[src/rtl/cpu_pkg.sv]
`default_nettype none
// ============================================================================
// Module      : cpu_pkg
// Description : Shared CPU definitions used by decode, the bypass unit and the
//               execute-stage multiply/divide companion.
// Revision    : 1.0 - initial release
// ============================================================================
package cpu_pkg;

    // Instruction field codes
    localparam logic [4:0] OPC_RTYPE = 5'b00000;
    localparam logic [4:0] ALU_MUL   = 5'b00110;
    localparam logic [4:0] ALU_DIV   = 5'b00111;

    // Multiply/divide sequencer states
    typedef enum logic [1:0] {
        IDLE = 2'd0,
        BUSY = 2'd1,
        DONE = 2'd2
    } md_state_t;

    // Operation selected at launch
    typedef enum logic {
        OP_MUL = 1'b0,
        OP_DIV = 1'b1
    } md_op_t;

    // An R-type instruction whose ALU op field selects MUL or DIV
    function automatic logic is_md_instr(input logic [31:0] ir);
        return (ir[31:27] == OPC_RTYPE) &&
               ((ir[6:2] == ALU_MUL) || (ir[6:2] == ALU_DIV));
    endfunction

endpackage
`default_nettype wire

[src/rtl/multdiv_datapath.sv]
`default_nettype none
// ============================================================================
// Module      : multdiv_datapath
// Description : Shared iterative datapath for signed radix-2 Booth multiply
//               and signed non-restoring divide on magnitudes. Exposes the
//               final result and exception as seen after the current step so
//               the controller can register them on the last-step edge.
// Revision    : 1.0 - initial release
// ============================================================================
module multdiv_datapath
    import cpu_pkg::*;
#(
    parameter int WIDTH = 32
) (
    input  logic             clk,
    input  logic             clr,
    input  logic             i_load,
    input  logic             i_step,
    input  md_op_t           i_op,
    input  logic [WIDTH-1:0] i_a,
    input  logic [WIDTH-1:0] i_b,
    output logic [WIDTH-1:0] o_result_nxt,
    output logic             o_exc_nxt
);

    // r_hi carries two guard bits: it is the Booth accumulator (so that
    // subtracting the most negative multiplicand cannot wrap) and the signed
    // partial remainder of the divider (range +/- 2*divisor).
    logic [WIDTH+1:0]   r_hi;
    logic [WIDTH-1:0]   r_lo;      // multiplier / quotient
    logic               r_qm1;     // Booth q(-1)
    logic [WIDTH-1:0]   r_m;       // multiplicand / divisor magnitude
    md_op_t             r_op;
    logic               r_neg;     // quotient sign

    logic               w_a_neg;
    logic               w_b_neg;
    logic [WIDTH-1:0]   w_a_mag;
    logic [WIDTH-1:0]   w_b_mag;
    logic [WIDTH+1:0]   w_m_ext;
    logic [WIDTH+1:0]   w_sum;
    logic [WIDTH+1:0]   w_shift;
    logic [WIDTH+1:0]   w_rem;
    logic [WIDTH+1:0]   w_hi_nxt;
    logic [WIDTH-1:0]   w_lo_nxt;
    logic               w_qm1_nxt;
    logic [2*WIDTH-1:0] w_prod;
    logic [WIDTH-1:0]   w_quot;

    assign w_a_neg = i_a[WIDTH-1];
    assign w_b_neg = i_b[WIDTH-1];
    assign w_a_mag = w_a_neg ? (~i_a + 1'b1) : i_a;
    assign w_b_mag = w_b_neg ? (~i_b + 1'b1) : i_b;

    // One Booth or non-restoring iteration, plus the resulting final outputs
    always_comb begin
        w_m_ext      = {{2{r_m[WIDTH-1]}}, r_m};
        w_sum        = r_hi;
        w_shift      = {r_hi[WIDTH:0], r_lo[WIDTH-1]};
        w_rem        = '0;
        w_hi_nxt     = r_hi;
        w_lo_nxt     = r_lo;
        w_qm1_nxt    = r_qm1;
        w_prod       = '0;
        w_quot       = '0;
        o_result_nxt = '0;
        o_exc_nxt    = 1'b0;
        if (r_op == OP_MUL) begin
            case ({r_lo[0], r_qm1})
                2'b01:   w_sum = r_hi + w_m_ext;
                2'b10:   w_sum = r_hi - w_m_ext;
                default: w_sum = r_hi;
            endcase
            {w_hi_nxt, w_lo_nxt, w_qm1_nxt} = {w_sum[WIDTH+1], w_sum, r_lo};
            w_prod       = {w_hi_nxt[WIDTH-1:0], w_lo_nxt};
            o_result_nxt = w_lo_nxt;
            // Product fits in WIDTH bits only if its top WIDTH+1 bits agree
            o_exc_nxt    = ~((&w_prod[2*WIDTH-1:WIDTH-1]) |
                             ~(|w_prod[2*WIDTH-1:WIDTH-1]));
        end else begin
            // Add back when the partial remainder is negative, else subtract
            w_rem        = r_hi[WIDTH+1] ? (w_shift + {2'b00, r_m})
                                         : (w_shift - {2'b00, r_m});
            w_hi_nxt     = w_rem;
            w_lo_nxt     = {r_lo[WIDTH-2:0], ~w_rem[WIDTH+1]};
            w_quot       = w_lo_nxt;
            o_result_nxt = r_neg ? (~w_quot + 1'b1) : w_quot;
            // Only -2^(W-1) / -1 yields a positive quotient of 2^(W-1)
            o_exc_nxt    = ~r_neg & w_quot[WIDTH-1];
        end
    end

    // Operand capture on launch, one iteration per step
    always_ff @(posedge clk or posedge clr) begin
        if (clr) begin
            r_hi  <= '0;
            r_lo  <= '0;
            r_qm1 <= 1'b0;
            r_m   <= '0;
            r_op  <= OP_MUL;
            r_neg <= 1'b0;
        end else if (i_load) begin
            r_hi  <= '0;
            r_qm1 <= 1'b0;
            r_op  <= i_op;
            r_neg <= w_a_neg ^ w_b_neg;
            if (i_op == OP_MUL) begin
                r_lo <= i_a;
                r_m  <= i_b;
            end else begin
                r_lo <= w_a_mag;
                r_m  <= w_b_mag;
            end
        end else if (i_step) begin
            r_hi  <= w_hi_nxt;
            r_lo  <= w_lo_nxt;
            r_qm1 <= w_qm1_nxt;
        end
    end

endmodule
`default_nettype wire

[src/rtl/x_multdiv_unit.sv]
`default_nettype none
// ============================================================================
// Module      : x_multdiv_unit
// Description : Execute-stage multiply/divide companion. Detects R-type
//               MUL/DIV in the D/X latch, stalls the front of the pipe while
//               iterating, and pulses result_rdy with the result/exception.
// Revision    : 1.0 - initial release
// ============================================================================
module x_multdiv_unit
    import cpu_pkg::*;
#(
    parameter int WIDTH = 32,
    parameter int ITER  = 32
) (
    input  logic             clk,
    input  logic             clr,
    input  logic [31:0]      ir_x,
    input  logic [WIDTH-1:0] dataA_x,
    input  logic [WIDTH-1:0] dataB_x,
    input  logic             flush,
    output logic             stall,
    output logic             busy,
    output logic             result_rdy,
    output logic [WIDTH-1:0] result,
    output logic             exception
);

    localparam int               CNT_W  = $clog2(ITER) + 1;
    localparam logic [CNT_W-1:0] C_LAST = CNT_W'(ITER - 1);

    md_state_t        r_state;
    logic [CNT_W-1:0] r_count;

    logic             w_is_md;
    logic             w_is_div;
    logic             w_start;
    logic             w_div_zero;
    logic             w_load;
    logic             w_step;
    md_op_t           w_op;
    logic [WIDTH-1:0] w_result_nxt;
    logic             w_exc_nxt;

    assign w_is_md    = is_md_instr(ir_x);
    assign w_is_div   = (ir_x[6:2] == ALU_DIV);
    assign w_op       = w_is_div ? OP_DIV : OP_MUL;
    assign w_start    = (r_state == IDLE) & w_is_md & ~flush;
    assign w_div_zero = w_is_div & (dataB_x == '0);
    assign w_load     = w_start & ~w_div_zero;
    assign w_step     = (r_state == BUSY) & ~flush;

    // Upstream latches hold while an operation is launching or iterating
    assign stall = w_start | (r_state == BUSY);

    multdiv_datapath #(
        .WIDTH (WIDTH)
    ) u_datapath (
        .clk          (clk),
        .clr          (clr),
        .i_load       (w_load),
        .i_step       (w_step),
        .i_op         (w_op),
        .i_a          (dataA_x),
        .i_b          (dataB_x),
        .o_result_nxt (w_result_nxt),
        .o_exc_nxt    (w_exc_nxt)
    );

    // Sequencer with registered busy/result outputs
    always_ff @(posedge clk or posedge clr) begin
        if (clr) begin
            r_state    <= IDLE;
            r_count    <= '0;
            busy       <= 1'b0;
            result_rdy <= 1'b0;
            result     <= '0;
            exception  <= 1'b0;
        end else begin
            result_rdy <= 1'b0;
            case (r_state)
                IDLE: begin
                    if (w_start) begin
                        if (w_div_zero) begin
                            // Divide by zero finishes without iterating
                            r_state    <= DONE;
                            result_rdy <= 1'b1;
                            result     <= '0;
                            exception  <= 1'b1;
                        end else begin
                            r_state <= BUSY;
                            r_count <= '0;
                            busy    <= 1'b1;
                        end
                    end
                end
                BUSY: begin
                    if (flush) begin
                        // Squashed: drop the operation, keep the old result
                        r_state <= IDLE;
                        busy    <= 1'b0;
                    end else if (r_count == C_LAST) begin
                        r_state    <= DONE;
                        busy       <= 1'b0;
                        result_rdy <= 1'b1;
                        result     <= w_result_nxt;
                        exception  <= w_exc_nxt;
                    end else begin
                        r_count <= r_count + 1'b1;
                    end
                end
                DONE: begin
                    r_state <= IDLE;
                end
                default: begin
                    r_state <= IDLE;
                    busy    <= 1'b0;
                end
            endcase
        end
    end

endmodule
`default_nettype wire

[config.mk]
export PLATFORM = sky130hd
export DESIGN_NAME = x_multdiv_unit
export DESIGN_NICKNAME = d
export VERILOG_FILES = /design/src/rtl/cpu_pkg.sv /design/src/rtl/multdiv_datapath.sv /design/src/rtl/x_multdiv_unit.sv
export SDC_FILE = /design/constraint.sdc
export NUM_CORES = 1
export LEC_CHECK = 0
export ABC_AREA = 1
export CAP_MARGIN = 40
export CORE_MARGIN = 5
export CORE_UTILIZATION = 60
export CTS_CLUSTER_DIAMETER = 50
export DETAILED_ROUTE_END_ITERATION = 10
export PLACE_DENSITY = 0.87
export SYNTH_ARGS = -nofsm -noshare
export SYNTH_HDL_FRONTEND = slang
export SYNTH_SLANG_ARGS = --single-unit
[constraint.sdc]
create_clock -name clk -period 9.15 [get_ports clk]
set_input_delay 2.2875 -clock clk [delete_from_list [all_inputs] [get_ports clk]]
set_output_delay 2.2875 -clock clk [all_outputs]
set_load 0.02 [all_outputs]
# [Word level (Yosys, flattened, before mapping)]
# Cells that the tools add are included.
# W data, S select, Z words.
[classes] mux=50 reduce_logical=14 add_sub_neg=8 eq_ne=15 bitwise_logic=19
[ops] operator="$mux W32" n=13
[ops] operator="$mux W34" n=5
[ops] operator="$add A32 B1 Y32 const B" n=3
[ops] operator="$not A32 Y32" n=3
[ops] operator="$pmux W34 S2" n=1
[ops] operator="$pmux W32 S2" n=1
[ops] operator="$add A34 B32 Y34" n=1
[ops] operator="$add A34 B34 Y34" n=1
[ops] operator="$sub A34 B32 Y34" n=1
[ops] operator="$sub A34 B34 Y34" n=1
[ops] operator="$reduce_and A33 Y1" n=1
[ops] operator="$reduce_or A33 Y1" n=1
[ops] operator="$logic_not A32 Y1" n=1
[ops] operator="$mux W6" n=4
[ops] operator="$mux W1" n=17
[ops] operator="$pmux W6 S2" n=1
[ops] operator="$eq A5 B3 Y1 const B" n=2
[ops] operator="$ne A2 B2 Y1 const B" n=5
[ops] operator="$reduce_and A5 Y1" n=2
[ops] operator="$mux W2" n=4
[ops] operator="$not A1 Y1" n=7
[ops] operator="$add A6 B1 Y6 const B" n=1
[ops] operator="$and A1 B1 Y1" n=6
[ops] operator="$eq A6 B5 Y1 const B" n=1
[ops] operator="other kinds (16)" n=23
[totals] in_bits=99 ff_bits=144 output_inout_bits=36 wordCells=118

# [Depth between registers and ports, before layout]
[depth] ltp_word=11 ltp_mapped=39 mapped_depth_nobuf=39

# [Modules after synthesis]
# From an unflattened synthesis, not the netlist that was laid out.
[hier_totals] hier_cells=2780 area_unflattened_um2=16148.0
[modules_own_cells] module="multdiv_datapath" cells_per_inst=2450 area_each_um2=13844.5 seq_area_each_um2=2527.4 instances=1
[modules_own_cells] module="x_multdiv_unit" cells_per_inst=330 area_each_um2=2303.5 seq_area_each_um2=1076.0 instances=1

# [Least setup slack after synthesis]
# No wires, ideal clock.
[synth_timing] path_type="input to output" start="input port ir_x[30]" end="output port stall" path_stages=4 t_required_ns=6.863 t_arrival_ns=3.051 setup_slack_ns=3.811 n_path_buf=0 cell_sequence="or2_2 > nor3_1 > nand4_1 > nand2_1"
[synth_via] elab_chain_cells=5
[synth_lines] item="start: declaration" line="x_multdiv_unit.sv:17" text="input logic [31:0] ir_x,"
[synth_lines] item="$logic_not A5 Y1" line="cpu_pkg.sv:30" text="return (ir[31:27] == OPC_RTYPE) &&"
[synth_lines] item="$logic_and A1 B1 Y1" line="cpu_pkg.sv:30"
[synth_lines] item="$and A1 B1 Y1 (2 in a row)" line="x_multdiv_unit.sv:47" text="assign w_start = (r_state == IDLE) & w_is_md & ~flush;"
[synth_lines] item="$or A1 B1 Y1" line="x_multdiv_unit.sv:53" text="assign stall = w_start | (r_state == BUSY);"
[synth_lines] item="end: declaration" line="x_multdiv_unit.sv:21" text="output logic stall,"
# Every way passes these cells.

# [Worst setup path after layout]
# Ends and elaborated chain as after synthesis.

==> flow_summary.ini <==
[cells_and_area]
final_cells = 2909
area_growth_pct = 13.0
multi_input_area_um2 = 10200
seq_area_um2 = 3600
layout.nets = 2739
design_area_um2 = 17300
diodes = 0
drive_gt1_share_pct = 5.08
fillCellCount = 2308

[hold_path]
hold_start = result[31]
hold_class = register to register

[power_and_ir_drop]
total_power_mw = 2.87
irDropWorstVdd_v = 0.000132
p_per_area_nw_per_um2 = 165
power_leakage_nw = 8.54

[cts]
tritoncts = yes
clkSlewWorstSetupHoldPaths_ns = 0.07
htreeDepth = 4
cts_buffers = 17
postCtsSetupBuffers = 0
cts_sinks = 144
cts_resized = 0
clk_path_buf_depth = 2
insertion_delay_ns = 0.44
cts-root-buf = clkbuf_16
cts.hold.buffers_added = 0

[worst_setup_path]
rr_endpoint = result[24]
r2r_cells = 38
timing.critical_path.to = stall
crit_fanout = 2
startpoint_type = input port
arrival_ns = 4.05
r2r_start = u_datapath.r_m[0]
worstSetupStartpoint = ir_x[30]
required_ns = 6.86
ff2ff_setup_slack_ns = 3.18
path_class = input port to output port
crit_path_end_kind = output port

[synthesis]
synth-seq-cells = 144
synth_seq_area_share_pct = 23.5
yosysUniqueCellTypes = 63
yosys-top-cells-area = dfrtp_1, nand2_1, o21ai_0
netlist.top_cell.by_area = dfrtp_1
ys_warn_count = 0
postSynth.asyncResetShare_pct = 100
synth_nets = 2675
synth_area_per_cell_um2 = 6.13
synth-edff-count = 0
syn_area_um2 = 15300
netlist_instances = 2502
synth_top_area_share_pct = 23.5
dominantRegCellSynth = dfrtp_1

[global_route]
grt_start_max_net_pins = 88
antenna_found_initial = 0
grt_pass1_vias = 16445
grt_pass1_wl_mm = 86.2
grt.overflow.total = 0
grt_usage_pct = 37.4

[run_status]
status = complete, no violations

[sta]
min_period_ns = 6.34
final.period_utilization_pct = 69.2
finalMaxSlewViolations = 0
hold_viol_final = 0
setup_viol = 0
timing_worst_slew_pin_value_ns = 0.921
skew_ns = 0.0161
fmax_ghz = 0.158
fin_tns_setup_ns = 0
timing.hold.ws_ns = 0.483
rsz0062_at_grt = false
max_slew_margin_pct = 38.6

[placement]
port_buffers = 112
place_inst = 2877
dpl-instance-area_um2 = 16700
gp_congestion = 1.00
dp_hpwl_mm = 42.5

[floorplan]
coreArea_um2 = 25200
io-pin-count = 135
die_w_um = 170
start_util_pct = 60.9
die_h_um = 170
die-area_um2 = 28900
fp-row-count = 58

[routing]
wl_per_cell_um = 18.8
vias_per_cell = 6.09
drt_pass1_iterations = 8
routed_wl_mm = 54.7
drc = 0
antenna_left = 0
drtIter0Drc = 2224
vias = 17719

[job]
maxCapViolCount = 0
==> final cells by class <==
class,instances,share of cell area (%)
clock buffers,17,2.45
clock inverters,15,1.23
inverters,315,6.85
multi-input cells,1959,58.6
flip-flops and latches,144,20.8
well taps,330,2.38
repair buffers,129,7.62
==> worst min path at each step <==
| stage | to | slack (ns) | cells after the start |
|---|---|---|---|
| floorplan | u_datapath.r_m[5] | 0.47 | 2 |
| finish | result[31] | 0.48 | 2 |
| CTS | result[31] | 0.48 | 2 |
| detailed placement | result[31] | 0.47 | 2 |
| global route | result[28] | 0.51 | 1 |
| global placement | result[26] | 0.46 | 1 |
==> cell families (layout without fill, tap and decap cells) <==
kind of cell	Yosys count	after routing	synth area share, %
compound gates	509	509	18.7
xor+xnor	83	83	4.79
fa+ha+maj	74	74	6.13
buf+inv	399	476	10.3
flops	144	144	23.5
simple gates	1293	1293	36.6
==> worst max-delay path: stages <==
cell and delay [ns]:
clkdlybuf4s50_1 0.39, or2_2 0.30, nor3_1 0.23, nand4_1 0.15, nand2_1 0.09, clkdlybuf4s50_1 0.60
==> Yosys cell counts (5+ instances only) <==
master / n
inv_2: 14
or2_2: 8
o211ai_1: 31
nor4_1: 18
nand2_1: 699
nand3_1: 172
buf_2: 15
a21o_1: 10
a32o_1: 10
o21bai_1: 6
nand4_1: 28
a21oi_1: 134
inv_1: 300
xnor2_1: 20
dfrtp_1: 144
nand4_2: 5
o22ai_1: 25
buf_1: 11
o21ai_0: 232
clkbuf_1: 47
nand2_2: 9
xor2_1: 62
buf_4: 7
nor2_1: 268
and2_1: 7
ha_1: 72
a31oi_1: 10
nor3_1: 34
nor3_2: 5
o21ai_1: 23
nand2_4: 8
nor2_2: 11
==> power breakdown <==
group | total [mW] | switching, mW | internal, mW
sequential | 0.768 | 0.0804 | 0.688
clock | 0.783 | 0.338 | 0.446
combinational | 1.32 | 0.881 | 0.435
==> registers in the layout (all words and copies together) (netlist names) <==
register / count
u_datapath.r_lo: 32
exception: 1
u_datapath.r_neg: 1
result_rdy: 1
busy: 1
r_state: 2
u_datapath.r_op: 1
r_count: 6
result: 32
u_datapath.r_qm1: 1
u_datapath.r_m: 32
u_datapath.r_hi: 34
==> placed cells by master, fill, tap and decap left out, types with 5 or more instances in the layout <==
master           count
nand2_4              8
o21ai_0            232
nand4_2              5
buf_4               13
o21ai_1             23
nor2_2              11
inv_1              299
nand2_1            698
o22ai_1             25
nor3_1              34
nand4_1             28
a21oi_1            134
o211ai_1            31
nand3_1            172
dfrtp_1            143
clkbuf_16           17
nor4_1              18
and2_1               7
inv_8                6
or2_2                8
clkdlybuf4s50_1    112
a21o_1              10
ha_1                72
nor3_2               5
a31oi_1             10
xnor2_1             20
o21bai_1             6
nor2_1             268
xor2_1              62
nand2_2             10
inv_2               14
a32o_1              10
==> routing by layer <==
layer,up-vias,GRT usage [%],part of all wire [%]
met1,8151,51.9,41
met5,-,0,0
li1,8362,-,-
met2,1076,57.9,44
met3,130,8.48,12
met4,0,12.3,2.9
==> metrics by stage <==
step	worst slack (ns)	util (%)
after floorplan	3.00	-
after detailed placement	2.82	66.3
after CTS	2.81	68.8
after global placement	2.84	65.9
final	2.81	68.8
after global routing	2.64	68.8
Note: power is estimated with default switching activity, not from simulation.
